===== config.mk =====
export PLATFORM = sky130hd
export DESIGN_NAME = uart_rom_tx
export DESIGN_NICKNAME = d
export VERILOG_FILES = /design/src/rtl/uart_rom_tx.sv
export SDC_FILE = /design/constraint.sdc
export NUM_CORES = 1
export LEC_CHECK = 0
export CORE_AREA = 2 2 76 78
export CTS_CLUSTER_SIZE = 24
export DETAILED_ROUTE_END_ITERATION = 10
export DIE_AREA = 0 0 78 80
export PLACE_DENSITY = 0.78
export SLEW_MARGIN = 25
export SYNTH_ARGS = -nofsm -noshare
export SYNTH_HDL_FRONTEND = slang
export SYNTH_SLANG_ARGS = --single-unit

===== constraint.sdc =====
create_clock -name clk -period 2.3 [get_ports clk]
set_input_delay 0.345 -clock clk [delete_from_list [all_inputs] [get_ports clk]]
set_output_delay 0.345 -clock clk [all_outputs]
set_load 0.1 [all_outputs]

===== src/rtl/uart_rom_tx.sv =====
// UART 8N1 transmitter that streams ROM words 0..WORDS-1 on one TX line,
// most-significant byte first, each byte LSB first.
module uart_rom_tx #(
  parameter int unsigned CLKS_PER_BIT = 870,
  parameter int unsigned WORDS        = 16,
  parameter int unsigned ADDR_W       = 5
) (
  input  logic              clk,
  input  logic              rst,
  input  logic              start_i,
  output logic [ADDR_W-1:0] rom_addr_o,
  input  logic [31:0]       rom_data_i,
  output logic              uart_tx_o,
  output logic              busy_o,
  output logic              done_o
);

  localparam int unsigned TimerW = (CLKS_PER_BIT > 2) ? $clog2(CLKS_PER_BIT) : 1;
  localparam logic [TimerW-1:0] TimerMax = TimerW'(CLKS_PER_BIT - 1);
  localparam logic [ADDR_W-1:0] LastAddr = ADDR_W'(WORDS - 1);

  typedef enum logic [2:0] {StIdle, StLoad, StStart, StData, StStop} state_e;

  state_e            state;
  logic [31:0]       word;
  logic [1:0]        byteIdx;
  logic [2:0]        bitIdx;
  logic [TimerW-1:0] timer;
  logic [ADDR_W-1:0] addr;
  logic              tx;
  logic              busy;
  logic              done;

  logic [7:0]        curByte;
  logic [2:0]        bitNext;
  logic              bitEnd;

  always_comb begin
    curByte = word[31:24];
    unique case (byteIdx)
      2'd0: curByte = word[31:24];
      2'd1: curByte = word[23:16];
      2'd2: curByte = word[15:8];
      2'd3: curByte = word[7:0];
    endcase
  end

  assign bitNext = bitIdx + 3'd1;
  assign bitEnd  = (timer == TimerMax);

  always_ff @(posedge clk) begin
    if (rst) begin
      state   <= StIdle;
      word    <= '0;
      byteIdx <= '0;
      bitIdx  <= '0;
      timer   <= '0;
      addr    <= '0;
      tx      <= 1'b1;
      busy    <= 1'b0;
      done    <= 1'b0;
    end else begin
      done <= 1'b0;
      unique case (state)
        StIdle: begin
          if (start_i) begin
            state <= StLoad;
            busy  <= 1'b1;
            addr  <= '0;
          end
        end
        StLoad: begin
          word    <= rom_data_i;
          byteIdx <= '0;
          timer   <= '0;
          tx      <= 1'b0;
          state   <= StStart;
        end
        StStart: begin
          if (bitEnd) begin
            timer  <= '0;
            bitIdx <= '0;
            tx     <= curByte[0];
            state  <= StData;
          end else begin
            timer <= timer + TimerW'(1);
          end
        end
        StData: begin
          if (bitEnd) begin
            timer <= '0;
            if (bitIdx == 3'd7) begin
              tx    <= 1'b1;
              state <= StStop;
            end else begin
              bitIdx <= bitNext;
              tx     <= curByte[bitNext];
            end
          end else begin
            timer <= timer + TimerW'(1);
          end
        end
        StStop: begin
          if (bitEnd) begin
            timer <= '0;
            if (byteIdx != 2'd3) begin
              // Next byte of the same word follows with no idle gap.
              byteIdx <= byteIdx + 2'd1;
              tx      <= 1'b0;
              state   <= StStart;
            end else if (addr == LastAddr) begin
              state <= StIdle;
              busy  <= 1'b0;
              done  <= 1'b1;
              addr  <= '0;
            end else begin
              addr  <= addr + ADDR_W'(1);
              state <= StLoad;
            end
          end else begin
            timer <= timer + TimerW'(1);
          end
        end
        default: state <= StIdle;
      endcase
    end
  end

  assign rom_addr_o = addr;
  assign uart_tx_o  = tx;
  assign busy_o     = busy;
  assign done_o     = done;

endmodule


==> impl_metrics.json, run 1 <==
{
  "min_period_ns": 1.91,
  "die_x_um": 78,
  "postCtsHoldBufs": 0,
  "placedInstanceArea_um2": 3300,
  "drt_pass1_iterations": 5,
  "cts_resized": 0,
  "dieArea_um2": 6240,
  "postRouteAntennaNets": 0,
  "finalSetupViolations": 0,
  "crit_family": "compound AO/OA/AOI/OAI gates",
  "final_area_um2": 3490,
  "ir_drop_v": 0.000425,
  "path_buf_inv": 1,
  "power.total_mw": 2.62,
  "synth_area_um2": 2860,
  "synthCells": 357,
  "grt-ovfl-total": 0,
  "drc_errors": 0,
  "cts_sinks": 58,
  "fin_worst_skew_ns": 0.00552,
  "tightestPinTransition_ns": 0.582,
  "final_core_util": 0.645,
  "syn_avg_cell_area_um2": 8.02,
  "clockRootBuffer": "clkbuf_8",
  "grt_max_degree": 34,
  "rows": 27,
  "min_path_type": "input pin to register",
  "ys.flop_type": "dfxtp_1",
  "hold_violations": 0,
  "core_um2": 5410,
  "cap_violations": 0,
  "powerDensity_nw_per_um2": 751,
  "htree_levels": 3,
  "synth_async_sr_flop_share": 0,
  "ff_latch_area_um2": 1160,
  "synth.distinct_cells": 52,
  "top_usage_layer": "met2",
  "status": "finished, final reports clean",
  "grt_setup_unrepaired": "no",
  "most-common-layout-cells": "nand2_1, dfxtp_1, a21oi_1",
  "use_met3": 0.0588,
  "critical_path_required_ns": 2.55,
  "max_stage_delay_ns": 0.39,
  "cp_max_fo": 11,
  "slowest_stage": "dfxtp_1",
  "hold_ws_ns": 0.444,
  "slew_viol_final": 0,
  "dpl.hpwl_mm": 4.37,
  "synth_edf_count": 0,
  "fin_nets": 435,
  "cp.arrival_ns": 2.17,
  "crit_chain": "inv_1 > ha_1 > and4bb_1 > and3_1 > a211oi_2 > o21ai_2 > a211oi_1",
  "antenna_found_initial": 0,
  "critPathLaunchType": "register",
  "ys_seq_area_frac": 0.405,
  "final_common_cell": "nand2_1",
  "cts.path.max_buffers": 2,
  "vias_per_cell": 5.47,
  "grt_pass1_vias": 2401,
  "clock_latency_ns": 0.33,
  "cts_setup_buffers": 0,
  "n_antenna_cell": 0,
  "grtUsageMet1": 0.276,
  "fmax_mhz": 522,
  "syn_to_final_growth_pct": 21.8,
  "drive_above_1_share": 0.0939,
  "grt_use_total": 0.222,
  "ys_warn_count": 0,
  "crit_type": "register to register",
  "route.vias.total": 2549,
  "routed_wl_mm": 6.30,
  "synth_nets": 401,
  "start_util": 0.530,
  "drtIter0Drc": 184,
  "wl_per_cell_um": 13.5,
  "cts_tree": "done",
  "fin_tns_setup_ns": 0,
  "top_level_ports": 43,
  "fill_cells": 500,
  "synth-seq-cells": 58,
  "critPathCaptureType": "register",
  "relSlewSlack": 0.607,
  "cts_inserted_buffers": 9,
  "grt_first_pass_wirelength_mm": 11.0,
  "portBuffers": 42,
  "place.gp.congestion": 0.838,
  "met2_usage": 0.372,
  "multiInputGateArea_um2": 1590,
  "fin_crit_sh": 0.832,
  "leakagePower_nw": 1.28,
  "clk_pin_slew_ns": 0.06,
  "chipHeight_um": 80
}
[Yosys cell counts (2+ instances only)]
cell type   n  area, µm²
nor3_1      2       10.0
clkbuf_1   15       56.3
and3_1      6       37.5
a31oi_1     3       18.8
buf_2       7       35.0
o21ai_1     6       30.0
nand4_1     4       25.0
a22o_1      6       52.6
nand3_1     6       30.0
o211ai_1    3       22.5
o21a_1      2       15.0
inv_1       5       18.8
a222oi_1    3       30.0
nand3_2     3       30.0
a21o_1      2       15.0
or3b_1      2       17.5
nand2b_1    2       12.5
nor2_1     23       86.3
o221ai_1    3       26.3
o21ai_0     9       45.0
nor4_1      3       18.8
xor2_1      6       52.6
xnor2_1     2       17.5
a211oi_1    7       52.6
a21oi_1    42        210
nor2b_1     5       31.3
nand2_1    84        315
and3b_1     2       17.5
and2_1      5       31.3
ha_1        9        113
dfxtp_1    58       1160
mux2i_1     2       20.0
[per-stage QoR]
stage	instances	worst slack (ns)
6_report	466	0.386
5_1_grt	466	0.213
4_1_cts	466	0.370
3_5_place_dp	452	0.383
3_3_place_gp	452	0.460
2_1_floorplan	357	0.240
[final cells by class]
type | instances | share of cell area
multi-input cells | 271 | 0.455
inverters | 5 | 0.00538
clock buffers | 11 | 0.0434
well taps | 72 | 0.0258
clock inverters | 3 | 0.0115
repair buffers | 46 | 0.126
flip-flops and latches | 58 | 0.333
[kinds of logic (layout without fill, tap and decap cells)]
family / Yosys count / count (layout) / share of synthesized area
xor gates and xnor gates: 9 / 9 / 0.0301
buffers and inverters: 28 / 65 / 0.0411
and+or+nand+nor: 156 / 156 / 0.266
muxes: 2 / 2 / 0.00699
adders and majority gates: 9 / 9 / 0.0393
AOI/OAI and AO/OA: 95 / 95 / 0.211
DFF: 58 / 58 / 0.405
[power by group]
part	internal (mW)	switching (mW)	total, mW	leakage [nW]
Clock	0.543	0.378	0.920	0.101
Sequential	1.10	0.0854	1.19	0.472
Combinational	0.207	0.306	0.513	0.711
Total	1.85	0.769	2.62	1.28
[routing by layer]
layer | part of all wire | up-vias
li1 | - | 1312
met2 | 0.47 | 73
met4 | 0.012 | 0
met1 | 0.46 | 1156
met5 | 0 | -
met3 | 0.056 | 8
[worst reg2reg max path: cells and delay by family (launching register included)]
family	cells	cell delay, ns
compound gates	3	0.64
flops	1	0.39
buf+inv	1	0.06
fa+ha+maj	1	0.19
simple gates	2	0.55
[sequential cells by signal, indices dropped and copies added, names as in the netlist]
name,flops
state,3
busy_o,1
bitIdx,3
word,32
uart_tx_o,1
timer,10
done_o,1
byteIdx,2
rom_addr_o,5
[final timing paths]
| path | start | to | slack, ns | cells after the start |
|---|---|---|---|---|
| min reg2reg | word[10] | word[10] | 0.46 | 2 |
| max reg2reg | timer[1] | timer[1] | 0.39 | 7 |
| min | rst | busy_o | 0.44 | 2 |
| max | timer[1] | timer[1] | 0.39 | 7 |
No activity file was read; power rests on OpenSTA's default activity.
==> run 2, diff against run 1 <==
Settings changed: CORE_AREA 2 2 76 78 to 2 2 80 82, DIE_AREA 0 0 78 80 to 0 0 82 84, PLACE_DENSITY 0.78 to 0.75.
Clock period 2.3 ns to 1.7 ns, I/O delays scaled along.
==> run 2 against run 1 <==
Net effect: the run now ends with negative setup slack left; routed wire length is 26% higher; count of clock-buffer cells in the layout down 2; first-iteration DRC count up 7.6%; global-route usage up 0.15 points; non-clock buffer count increased by 34; register-to-register slack lost 0.44 ns; highest routed layer unchanged.
==> impl_metrics.json, run 2 (synthesis gave the netlist of run 1 again) <==
{
  "status": "complete, but fails checks",
  "violations": "negative setup slack",
  "routed_wl_mm": 7.92,
  "top_level_ports": 43,
  "critPathCaptureType": "register",
  "swShare": 0.321,
  "fin_nets": 470,
  "drtIter0Drc": 198,
  "grt-ovfl-total": 0,
  "wl_per_cell_um": 15.6,
  "fin_tns_setup_ns": -0.0506,
  "power.total_mw": 3.82,
  "final_common_cell": "nand2_1",
  "p_switching_mw": 1.23,
  "clockRootBuffer": "clkbuf_8",
  "p_int_mw": 2.59,
  "critical_path_required_ns": 1.91,
  "cp.arrival_ns": 1.96,
  "fill_cells": 494,
  "fin_ws_ns": -0.0506,
  "min_path_type": "input pin to register",
  "n_antenna_cell": 0,
  "core_um2": 6100,
  "r2r_slack_ns": -0.05,
  "placedInstanceArea_um2": 3620,
  "crit_family": "simple AND/OR/NAND/NOR gates",
  "start_util": 0.470,
  "crit_type": "register to register",
  "syn_to_final_growth_pct": 43.0,
  "fin_worst_skew_ns": 0.00821,
  "multiInputGateArea_um2": 1790,
  "most-common-layout-cells": "nand2_1, dfxtp_1, a21oi_1",
  "clk_pin_slew_ns": 0.07,
  "portBuffers": 42,
  "die_x_um": 82,
  "grt_pass1_vias": 2725,
  "place_ws_ns": -0.118,
  "leakagePower_nw": 1.52,
  "clock_latency_ns": 0.34,
  "ff_latch_area_um2": 1180,
  "postRouteAntennaNets": 0,
  "combPwrFrac": 0.252,
  "ir_drop_v": 0.000636,
  "powerDensity_nw_per_um2": 933,
  "finalSetupViolations": 1,
  "dpl.hpwl_mm": 5.02,
  "relSlewSlack": 0.724,
  "cts_sinks": 58,
  "critPathLaunchType": "register",
  "grt_setup_unrepaired": "yes",
  "chipHeight_um": 84,
  "max_stage_delay_ns": 0.56,
  "final_core_util": 0.672,
  "min_period_ns": 1.75,
  "rows": 29,
  "crit_chain": "or4b_1 > o221ai_2 > nand3_2 > a221oi_1 > a311oi_1",
  "place.gp.congestion": 0.878,
  "drive_above_1_share": 0.260,
  "fmax_mhz": 571,
  "fin_crit_sh": 1.03,
  "vias_per_cell": 5.62,
  "hold_violations": 0,
  "cap_violations": 0,
  "dieArea_um2": 6890,
  "p_seq_frac": 0.418,
  "cp_max_fo": 4,
  "drt_pass1_iterations": 4,
  "final_area_um2": 4100,
  "grt_use_total": 0.224,
  "cts.path.max_buffers": 2,
  "antenna_found_initial": 0,
  "route.vias.total": 2855,
  "cts_inserted_buffers": 9,
  "slowest_stage": "or4b_1",
  "slew_viol_final": 0,
  "largest_reg_flops": 32,
  "grt_max_degree": 24,
  "clock_power_share": 0.330,
  "top_register": "word",
  "path_buf_inv": 0,
  "cts_tree": "done",
  "tightestPinTransition_ns": 0.415,
  "grt_first_pass_wirelength_mm": 12.0,
  "htree_levels": 3,
  "drc_errors": 0
}
-- run 2: path summary, 6_finish.rpt --
| kind | start | to | cells past startpoint |
|---|---|---|---|
| max | timer[3] | timer[8] | 5 |
| min | rst | state[0] | 2 |
| max reg2reg | timer[3] | timer[8] | 5 |
| min reg2reg | word[10] | word[10] | 2 |
-- run 2: layer usage --
metal  up-vias  wire length [µm]  track usage
met5         -                 0            0
met2        95              3970        0.361
met3        23               401       0.0617
met4         0               231       0.0970
li1       1397                 -            -
met1      1340              3310        0.274
-- run 2: final cells by class --
type | instances | area share
Multi-Input combinational cell | 272 | 0.438
Clock inverter | 7 | 0.0171
Sequential cell | 58 | 0.287
Timing Repair Buffer | 80 | 0.200
Inverter | 5 | 0.00458
Tap cell | 77 | 0.0235
Clock buffer | 9 | 0.0302
-- run 2: through the flow --
stage	cells	hold WS (ns)
2_1_floorplan	357	0.391
3_3_place_gp	485	0.443
3_5_place_dp	485	0.449
4_1_cts	501	0.359
5_1_grt	508	0.380
6_report	508	0.375
-- run 2: power by group through the flow --
stage          sequential, mW  combinational, mW  clock [mW]
2_1_floorplan            1.64              0.452           0
3_3_place_gp             1.60              0.820           0
3_5_place_dp             1.61              0.841           0
4_1_cts                  1.58              0.864        1.27
5_1_grt                  1.61               1.06        1.34
6_report                 1.59              0.964        1.26
-- run 2: timing repair --
item / CTS / global route
cloned: 0 / 1
resized for setup: 13 / 38
setup endpoints to repair: 5 / 35
hold endpoints to repair: 0 / 0
pin swaps: 3 / 20
buffers inserted: 0 / 6
hold buffers: 0 / 0
==> run 3, diff against run 2 <==
Settings changed: CORE_AREA 2 2 80 82 to 2 2 79 81, CTS_BUF_LIST set to sky130_fd_sc_hd__clkbuf_4 sky130_fd_sc_hd__clkbuf_8, DIE_AREA 0 0 82 84 to 0 0 81 83, PLACE_DENSITY 0.75 to 0.76.
==> run 3 against run 2 <==
Net effect: the run still ends with negative setup slack left; total power up 11%; die area down 2.4%; sequential share of layout area down 0.36 points; sequential power about the same; fmax down 2.0%; clock power up 29%; combinational power up 3.6%; non-clock buffer count up 1; hold slack better by 0.011 ns; register-to-register slack worse by 0.03 ns; cell count down 0.20%; critical path depth up 3.
==> impl_metrics.json, run 3 (synthesis gave the netlist of run 1 again) <==
{
  "status": "complete, but fails checks",
  "violations": "negative setup slack",
  "fmax_mhz": 560,
  "antenna_found_initial": 0,
  "r2r_start": "timer[0]",
  "min_path_type": "input pin to register",
  "hold_violations": 0,
  "dieArea_um2": 6720,
  "whs_path_depth": 2,
  "postRouteAntennaNets": 0,
  "dr_wl_met3_um": 422,
  "fin_ws_ns": -0.0854,
  "top_level_ports": 43,
  "grt_max_degree": 31,
  "fin_worst_skew_ns": 0.00561,
  "crit_chain": "ha_4 > and4bb_2 > buf_6 > nand3_4 > buf_6 > o21ai_1 > o21a_1 > nor2_1",
  "cp_common_cell": "buf_6",
  "r2r-end": "state[1]",
  "start_util": 0.492,
  "fin_tns_setup_ns": -0.566,
  "met2_length_mm": 4.31,
  "route.vias.total": 2887,
  "dpl.hpwl_mm": 5.09,
  "postCtsHoldBufs": 0,
  "tightestPinTransition_ns": 0.596,
  "largest_reg_flops": 32,
  "top_layer_used": "met4",
  "cp_max_fo": 6,
  "cts_sinks": 58,
  "place.gp.congestion": 0.862,
  "slowest_stage": "dfxtp_2",
  "critical_path_required_ns": 1.90,
  "rows": 28,
  "clockRootBuffer": "clkbuf_8",
  "cts_inserted_buffers": 9,
  "drc_errors": 0,
  "portBuffers": 42,
  "ir_drop_v": 0.000567,
  "core_um2": 5820,
  "drive_above_1_share": 0.269,
  "vias_per_cell": 5.69,
  "met1_length_mm": 3.49,
  "cts.path.max_buffers": 2,
  "cap_violations": 0,
  "relSlewSlack": 0.602,
  "fin_crit_sh": 1.05,
  "most-common-layout-cells": "nand2_1, dfxtp_1, a21oi_1",
  "leakagePower_nw": 1.55,
  "min_period_ns": 1.79,
  "routed_wl_mm": 8.38,
  "chipHeight_um": 83,
  "syn_to_final_growth_pct": 45.7,
  "ff_latch_area_um2": 1180,
  "wl_per_cell_um": 16.5,
  "slew_viol_final": 0,
  "grt_first_pass_wirelength_mm": 12.9,
  "powerDensity_nw_per_um2": 1010,
  "grt_use_total": 0.245,
  "power.total_mw": 4.23,
  "drtIter0Drc": 292,
  "final_core_util": 0.718,
  "grt-ovfl-total": 0,
  "crit_type": "register to register",
  "multiInputGateArea_um2": 1810,
  "top_register": "word",
  "htree_levels": 3,
  "finalSetupViolations": 15,
  "grt_setup_unrepaired": "yes",
  "min_from": "rst",
  "critPathLaunchType": "register",
  "max_stage_delay_ns": 0.39,
  "cp.arrival_ns": 1.99,
  "n_antenna_cell": 0,
  "critPathCaptureType": "register",
  "grt_pass1_vias": 2803,
  "clock_latency_ns": 0.34,
  "final_common_cell": "nand2_1",
  "cts_tree": "done",
  "whs_endpoint": "state[0]",
  "clk_pin_slew_ns": 0.07,
  "r2r_slack_ns": -0.09,
  "die_x_um": 81,
  "r2r_cells": 8,
  "drt_pass1_iterations": 4,
  "fill_cells": 464,
  "fin_nets": 471
}
-- run 3: metal layers --
layer | global-route usage | vias up
li1 | - | 1395
met1 | 0.293 | 1374
met2 | 0.412 | 101
met3 | 0.0478 | 17
met4 | 0.122 | 0
met5 | 0 | -
-- run 3: final cells by class --
type | instances | share of cell area
Multi-Input combinational cell | 272 | 0.433
Clock inverter | 5 | 0.0240
Sequential cell | 58 | 0.284
Tap cell | 75 | 0.0225
Timing Repair Buffer | 81 | 0.195
Clock buffer | 11 | 0.0363
Inverter | 5 | 0.00570
-- run 3: where the power goes --
| group | switching (mW) | internal [mW] | total (mW) |
|---|---|---|---|
| registers | 0.115 | 1.49 | 1.61 |
| logic | 0.550 | 0.449 | 0.999 |
| clock network | 0.575 | 1.05 | 1.62 |
| total | 1.24 | 2.99 | 4.23 |
-- run 3: worst max-delay path: cells and delay by family, from the launching register on --
kind / cells / cell delay [ns]
AND/OR/NAND/NOR: 3 / 0.44
buffers and inverters: 2 / 0.30
adder cells (fa/ha/maj): 1 / 0.16
flip-flops: 1 / 0.39
AO/OA/AOI/OAI: 2 / 0.36
-- run 3: what timing repair did --
item,4_1_cts,5_1_grt
pin swaps,7,23
cloned,1,0
buffers inserted,1,4
setup endpoints to repair,20,45
resized for setup,20,42
-- run 3: how the worst max path moves through the flow --
| stage | start | to | slack [ns] | cells past startpoint |
|---|---|---|---|---|
| 2_1_floorplan | timer[1] | rom_addr_o[3] | 0.007 | 8 |
| 3_3_place_gp | byteIdx[0] | uart_tx_o | -0.06 | 7 |
| 3_5_place_dp | byteIdx[0] | uart_tx_o | -0.1 | 7 |
| 4_1_cts | timer[1] | state[1] | 0.003 | 9 |
| 5_1_grt | timer[1] | timer[5] | -0.10 | 8 |
| 6_report | timer[0] | state[1] | -0.09 | 8 |
-- run 3: per-stage QoR --
step	cells	setup WS [ns]	hold WS, ns	cell area, µm²
2_1_floorplan	357	0.00681	0.391	2870
3_3_place_gp	485	-0.0556	0.441	3630
3_5_place_dp	485	-0.0995	0.450	3630
4_1_cts	503	0.00318	0.385	3980
5_1_grt	507	-0.102	0.426	4170
6_report	507	-0.0854	0.386	4170
